`config.mk`:
```
export PLATFORM = sky130hd
export DESIGN_NAME = dmem_bridge
export DESIGN_NICKNAME = d
export VERILOG_FILES = /design/src/rtl/dmem_pkg.sv /design/src/rtl/load_align.sv /design/src/rtl/dmem_bridge.sv
export SDC_FILE = /design/constraint.sdc
export NUM_CORES = 1
export LEC_CHECK = 0
export ABC_AREA = 1
export CORE_ASPECT_RATIO = 2
export CORE_MARGIN = 5
export CORE_UTILIZATION = 28
export DETAILED_ROUTE_END_ITERATION = 8
export SLEW_MARGIN = 20
export SYNTH_ARGS = -nofsm -noshare
export SYNTH_HDL_FRONTEND = slang
export SYNTH_SLANG_ARGS = --single-unit
```
`constraint.sdc`:
```
create_clock -name clk -period 1.7 [get_ports clk]
set_input_delay 0.425 -clock clk [delete_from_list [all_inputs] [get_ports clk]]
set_output_delay 0.425 -clock clk [all_outputs]
set_load 0.05 [all_outputs]
```
`src/rtl/dmem_pkg.sv`:
```
// Shared definitions for the data-memory path: funct3 width encodings and bridge FSM states.
// Also used by the memory-access stage so both sides agree on the width codes.
package dmem_pkg;

    localparam logic [2:0] MEM_B  = 3'b000;
    localparam logic [2:0] MEM_H  = 3'b001;
    localparam logic [2:0] MEM_W  = 3'b010;
    localparam logic [2:0] MEM_BU = 3'b100;
    localparam logic [2:0] MEM_HU = 3'b101;

    typedef enum logic [1:0] {
        StIdle   = 2'd0,
        StBusReq = 2'd1,
        StWaitR  = 2'd2,
        StDone   = 2'd3
    } bridge_state_e;

    // True when the width code is legal and the byte offset is naturally aligned for it.
    function automatic logic access_ok(input logic [2:0] width, input logic [1:0] offset);
        logic ok;
        case (width)
            MEM_B, MEM_BU: ok = 1'b1;
            MEM_H, MEM_HU: ok = ~offset[0];
            MEM_W:         ok = (offset == 2'b00);
            default:       ok = 1'b0;
        endcase
        return ok;
    endfunction

endpackage

```
`src/rtl/load_align.sv`:
```
// Right-aligns the addressed lanes of a bus read word and sign- or zero-extends them.
module load_align
    import dmem_pkg::*;
(
    input  logic [31:0] rdata_i,
    input  logic [1:0]  offset_i,
    input  logic [2:0]  width_i,
    output logic [31:0] data_o
);

    logic [31:0] shifted;

    assign shifted = rdata_i >> {offset_i, 3'b000};

    always_comb begin
        data_o = shifted;
        case (width_i)
            MEM_B:   data_o = {{24{shifted[7]}}, shifted[7:0]};
            MEM_BU:  data_o = {24'h0, shifted[7:0]};
            MEM_H:   data_o = {{16{shifted[15]}}, shifted[15:0]};
            MEM_HU:  data_o = {16'h0, shifted[15:0]};
            default: data_o = shifted;
        endcase
    end

endmodule

```
`src/rtl/dmem_bridge.sv`:
```
// Bridges the memory-access stage to a valid/ready data bus: one latched request at a time,
// byte strobes and lane replication for stores, aligned/extended load data, error and timeout.
module dmem_bridge
    import dmem_pkg::*;
#(
    parameter int unsigned TIMEOUT = 255
) (
    input  logic        clk,
    input  logic        reset,
    input  logic        req_valid_i,
    input  logic [31:0] req_addr_i,
    input  logic        req_write_enable_i,
    input  logic [31:0] req_write_data_i,
    input  logic [2:0]  req_data_width_i,
    output logic        stall_o,
    output logic        resp_valid_o,
    output logic [31:0] resp_data_o,
    output logic        resp_err_o,
    output logic        bus_valid_o,
    input  logic        bus_ready_i,
    output logic [31:0] bus_addr_o,
    output logic        bus_we_o,
    output logic [31:0] bus_wdata_o,
    output logic [3:0]  bus_wstrb_o,
    input  logic        bus_rvalid_i,
    input  logic [31:0] bus_rdata_i
);

    // Last counter value allowed before the wait is abandoned.
    localparam logic [7:0] TmoLast = 8'(TIMEOUT - 1);

    bridge_state_e state_q;
    logic [31:0]   addr_q;
    logic [2:0]    width_q;
    logic          we_q;
    logic [31:0]   wdata_q;
    logic [7:0]    cnt_q;
    logic [31:0]   resp_data_q;
    logic          resp_err_q;

    logic [31:0]   load_data;
    logic [3:0]    strb;
    logic [31:0]   wdata_rep;

    load_align u_load_align (
        .rdata_i  (bus_rdata_i),
        .offset_i (addr_q[1:0]),
        .width_i  (width_q),
        .data_o   (load_data)
    );

    always_ff @(posedge clk or negedge reset) begin
        if (!reset) begin
            state_q     <= StIdle;
            addr_q      <= '0;
            width_q     <= '0;
            we_q        <= 1'b0;
            wdata_q     <= '0;
            cnt_q       <= '0;
            resp_data_q <= '0;
            resp_err_q  <= 1'b0;
        end else begin
            case (state_q)
                StIdle: begin
                    if (req_valid_i) begin
                        addr_q  <= req_addr_i;
                        width_q <= req_data_width_i;
                        we_q    <= req_write_enable_i;
                        wdata_q <= req_write_data_i;
                        if (access_ok(req_data_width_i, req_addr_i[1:0])) begin
                            state_q <= StBusReq;
                            cnt_q   <= '0;
                        end else begin
                            state_q     <= StDone;
                            resp_data_q <= '0;
                            resp_err_q  <= 1'b1;
                        end
                    end
                end
                StBusReq: begin
                    // A handshake in the final allowed cycle still wins over the timeout.
                    if (bus_ready_i) begin
                        cnt_q <= cnt_q + 8'd1;
                        if (we_q) begin
                            state_q     <= StDone;
                            resp_data_q <= '0;
                            resp_err_q  <= 1'b0;
                        end else begin
                            state_q <= StWaitR;
                        end
                    end else if (cnt_q == TmoLast) begin
                        state_q     <= StDone;
                        resp_data_q <= '0;
                        resp_err_q  <= 1'b1;
                    end else begin
                        cnt_q <= cnt_q + 8'd1;
                    end
                end
                StWaitR: begin
                    if (bus_rvalid_i) begin
                        state_q     <= StDone;
                        resp_data_q <= load_data;
                        resp_err_q  <= 1'b0;
                    end else if (cnt_q == TmoLast) begin
                        state_q     <= StDone;
                        resp_data_q <= '0;
                        resp_err_q  <= 1'b1;
                    end else begin
                        cnt_q <= cnt_q + 8'd1;
                    end
                end
                StDone:  state_q <= StIdle;
                default: state_q <= StIdle;
            endcase
        end
    end

    always_comb begin
        strb      = 4'b0000;
        wdata_rep = wdata_q;
        case (width_q)
            MEM_B, MEM_BU: begin
                strb      = 4'b0001 << addr_q[1:0];
                wdata_rep = {4{wdata_q[7:0]}};
            end
            MEM_H, MEM_HU: begin
                strb      = 4'b0011 << addr_q[1:0];
                wdata_rep = {2{wdata_q[15:0]}};
            end
            MEM_W:   strb = 4'b1111;
            default: strb = 4'b0000;
        endcase
    end

    assign bus_valid_o  = (state_q == StBusReq);
    assign bus_addr_o   = {addr_q[31:2], 2'b00};
    assign bus_we_o     = we_q;
    assign bus_wdata_o  = wdata_rep;
    assign bus_wstrb_o  = we_q ? strb : 4'b0000;
    assign stall_o      = ((state_q == StIdle) && req_valid_i) || (state_q == StBusReq) ||
                          (state_q == StWaitR);
    assign resp_valid_o = (state_q == StDone);
    assign resp_data_o  = resp_data_q;
    assign resp_err_o   = resp_err_q;

endmodule

```
# Yosys cells after proc, flatten, opt, wreduce, memory -nomap -nowiden
# Cells that the tools add are included.
[totals]
in_bits = 105
regBits = 111
output_inout_bits = 105
[classes]
add_sub_neg = 1
eq_ne = 17
shift = 3
mux = 34
bitwise = 1
n_reduce_logical = 15
[ops]
columns = ["cell", "n"]
rows = [
  ["32-bit two-way mux", 6],
  ["32-bit case mux with 4 select lines", 1],
  ["32-bit case mux with 3 select lines", 1],
  ["32-bit case mux with 2 select lines", 1],
  ["8-bit two-way mux", 5],
  ["32-bit by 5-bit >> shifter with 32-bit output", 1],
  ["8-bit case mux with 3 select lines", 1],
  ["3-bit == test (second input constant)", 4],
  ["4-bit case mux with 3 select lines", 1],
  ["2-bit two-way mux", 5],
  ["1-bit two-way mux", 9],
  ["8-bit by 1-bit adder with 8-bit output (second input constant)", 1],
  ["8-bit == test (second input constant)", 1],
  ["2-bit != test (second input constant)", 4],
  ["2-bit case mux with 4 select lines", 1],
  ["4-bit AND reduction", 2],
  ["2-bit OR reduction", 4],
  ["3-bit by 1-bit == test with 1-bit output (second input constant)", 2],
  ["3-bit by 2-bit == test with 1-bit output (second input constant)", 2],
  ["3-bit zero test", 2],
  ["1-bit case mux with 3 select lines", 2],
  ["2-bit == test (second input constant)", 2],
  ["2-bit zero test", 2],
  ["4-bit two-way mux", 1],
  ["other kinds (9)", 10],
]

# Depth between registers and ports, before layout
[logic_depth]
ltp_word = 8
depth_mapped = 12

# Hierarchy
# Synthesis repeated with hierarchy kept, for this count alone.
[hier_totals]
cells_unflattened = 846
hier_area_um2 = 6648.9
[modules_own_cells]
columns = ["mod", "area_per_inst_um2", "n_inst", "cells_each", "seq_area_each_um2"]
rows = [
  ["dmem_bridge", 5838.1, 1, 681, 2777.7],
  ["load_align", 810.8, 1, 165, 0.0],
]

# Least setup slack after synthesis
# Ideal clock, no wire load.
[synth_path]
path_kind = "reg2out"
startpoint = "register width_q[1]"
endpoint = "output port bus_wdata_o[10]"
arrival_ns = 2.036
path_stages_with_launch = 8
required_ns = 1.275
setup_slack_ns = -0.761
path_cell_list = "dfrtp_1 buf_6 inv_6 nand2_2 buf_4 inv_1 buf_2 o21ai_0"
[synth_via]
elab_chain_cells = 3
[synth_rtl]
columns = ["item", "line_no", "rtl"]
rows = [
  ["start, declared", "dmem_bridge.sv:34", "logic [2:0] width_q;"],
  ["start signal, assigned", "dmem_bridge.sv:67", "width_q <= req_data_width_i;"],
  ["3-bit by 1-bit == test with 1-bit output (tied with other cells)", "dmem_bridge.sv:121", "case (width_q)"],
  ["2-bit OR reduction", "dmem_bridge.sv:121", ""],
  ["32-bit case mux with 2 select lines (*)", "dmem_bridge.sv:121", ""],
  ["end, declared", "dmem_bridge.sv:23", "output logic [31:0] bus_wdata_o,"],
]
# Mark *: on every way between the ends. The rest lies on a longest branch, timed or not.

# Worst setup path after layout
[layout_path]
startpoint = "register width_q[1]"
endpoint = "output port bus_wdata_o[26]"
# The elaborated chain is that of the path after synthesis.

==> results.txt <==
aggregate global-route resource usage = 17.0%
fin nets = 1,138
Min-Delay Path Class = in2async
fillers = 2,133
Setup crit end kind = primary output
Clock Pin Slew Worst Setup and Hold Paths = 0.08 ns
Synth area leaders = dfrtp_1 (43%), nand2_1 (16%), mux2_2 (9.6%)
vias per cell = 4.69
initial antenna violation count = 1
CTS tree = done
Longest Clk Path Bufs = 2
Row Count = 78
drt total wl = 23,500 um
GRT overflow = 0
Core Util, Final = 47.8%
layout cell share with drive strength beyond 1 = 38.5%
Critical Path AT = 1.60 ns
Crit Path Max Fanout = 5
Req. time, crit path = 1.27 ns
final worst path period need = 2.03 ns
RSZ-0062 raised after global routing = yes
kind of critical path = reg2out
Synth top area share = 42.8%
P&R area growth vs syn = 67.8%
# Max-Cap Violations = 0
final hold vios = 0
met2 Use GR = 33.4%
peak supply drop = 1.86 mV
post-synthesis cell type count = 38
Synth Register Bits = 111
Fmax achieved = 494 MHz
Syn Area/Cell = 8.38 um^2
reg2reg path depth = 15
die area = 0.0265 mm^2
final instance area = 0.0109 mm^2
die height = 225 um
CTS Sinks = 111
first-pass GRT wire length = 35,500 um
Lkg Pwr = 0.00517 uW
ys flop type = dfrtp_1
IO buf count = 207
DP Wirelength = 17,200 um
Most Crowded Layer GR = met2
M1 GR Usage = 16.0%
die width = 118 um
power per cell area = 2260 mW/mm^2
largest net degree at the start of global routing = 50
Fin Setup TNS = -13.73 ns
DRC viols = 0
core area = 0.0227 mm^2
area post-placement = 0.00960 mm^2
GPL Wtd Cong = 0.875
Max Slew Vio Count = 0
IO Count = 210
initial DRC count = 141
Post-synth EDFFs = 0
largest area contributor in the netlist = dfrtp_1
Mapped Area = 0.00648 mm^2
detailed-router iteration count before antenna repair = 4
CTS HTree Levels = 3
failing checks = negative setup slack
Worst-Skew Late Latency = 0.37 ns
total power = 24,600 uW
reg2reg end = resp_data_o[29]
reg2reg start = state_q[1]
WL/cell = 17.9 um
Num CTS Buffers = 9
vias in the first global route = 6,545
Routed Antenna Nets = 0
Setup violations, final = 64
CTS root buf = clkbuf_16
nature of the critical path startpoint = register
Worst Skew = 0.00767 ns
status = finished with violations
register-to-register path setup slack = -0.29 ns
Post-synth ARST share = 100%
crit share post-route = 119%
Syn Inst Count = 774
DP Worst Slack = -0.325 ns
final setup margin = -0.326 ns
synth warn = 0
via count = 6,150
sequential fraction of the synthesis area = 42.8%
GR Util met3 = 5.05%
Starting Density = 28.5%
what timing repair did:
action / 4_1_cts / 5_1_grt
hold buffers: 1 / 0
setup endpoints to repair: 55 / 127
hold endpoints to repair: 14 / 0
gates cloned: 5 / 5
setup buffers: 24 / 17
resized for setup: 89 / 49
pin swaps: 28 / 26
cell usage in the layout (no fill, tap or decap), types with 25 or more instances in the layout:
cell | synthesis | final
a21oi_1 | 34 | 29
buf_4 | 44 | 100
clkdlybuf4s50_1 | 0 | 103
nor2_1 | 29 | 25
buf_12 | 0 | 68
nand2_1 | 271 | 250
buf_6 | 8 | 31
mux2_2 | 55 | 52
nand3_1 | 58 | 44
dfrtp_1 | 111 | 109
cells by family (layout without fill, tap and decap cells):
| family | Yosys count | after routing | share of synthesized area, % |
|---|---|---|---|
| buffers and inverters | 113 | 369 | 10.7 |
| other | 1 | 3 | 0.0578 |
| adder cells (fa/ha/maj) | 7 | 7 | 1.35 |
| multiplexers | 62 | 62 | 10.6 |
| AO/OA/AOI/OAI | 84 | 84 | 6.85 |
| flip-flops | 111 | 111 | 42.8 |
| AND/OR/NAND/NOR | 393 | 393 | 27.1 |
| XOR/XNOR | 3 | 3 | 0.405 |
flip-flops by register name, summed over array words and instances, names as in the netlist:
register and count:
addr_q 32, resp_data_o 32, wdata_q 32, cnt_q 8, width_q 3, state_q 2, bus_we_o 1, resp_err_o 1
synth_stat cells (8+ instances only):
cell	instances
nand3_1	58
inv_1	28
mux2_2	55
buf_2	17
buf_4	44
nand2_1	271
o21ai_0	35
nand3_2	13
buf_6	8
nor2_1	29
dfrtp_1	111
a21oi_1	34
worst max-delay path, cell delays in order (launching register included):
cell	delay [ns]
dfrtp_2	0.46
inv_8	0.10
nand2_8	0.07
buf_6	0.13
o211ai_1	0.25
clkbuf_16	0.22
final cells by class:
class / count / area (um^2) / area share [%]
Antenna cell: 1 / 2.50 / 0.0230
Clock buffer: 9 / 225 / 2.07
Clock inverter: 7 / 63.8 / 0.587
Inverter: 36 / 174 / 1.60
Multi-Input combinational cell: 551 / 3470 / 31.9
Sequential cell: 111 / 2780 / 25.6
Tap cell: 280 / 350 / 3.22
Timing Repair Buffer: 316 / 3810 / 35.0
Timing Repair inverter: 1 / 6.26 / 0.0575
worst max path at each step:
stage           startpoint              end  slack [ns]  cells past startpoint
4_1_cts         width_q[1]   bus_wstrb_o[2]       -0.35                      5
3_3_place_gp   req_valid_i  resp_data_o[27]       -0.30                     10
2_1_floorplan   width_q[1]  bus_wdata_o[29]       -0.18                      8
6_report        width_q[1]  bus_wdata_o[26]       -0.33                      5
3_5_place_dp   req_valid_i  resp_data_o[26]       -0.32                     10
5_1_grt         state_q[1]  resp_data_o[29]       -0.40                     16
power breakdown:
group / total (uW) / switching [uW] / internal, uW
sequential: 4580 / 890 / 3690
combinational: 17900 / 10100 / 7760
clock: 2170 / 1140 / 1030
total: 24600 / 12200 / 12500
layer usage:
metal  routed length (um)  vias up
met5                    0        -
li1                     -     2987
met3                 1450       43
met4                  793        0
met1                 7710     2942
met2                13500      178
metrics by stage:
stage | hold WS (ns) | instances
finish | 0.487 | 1312
global route | 0.504 | 1312
CTS | 0.483 | 1295
detailed placement | 0.329 | 1250
global placement | 0.331 | 1250
floorplan | 0.129 | 775
Note: power is estimated with default switching activity, not from simulation.
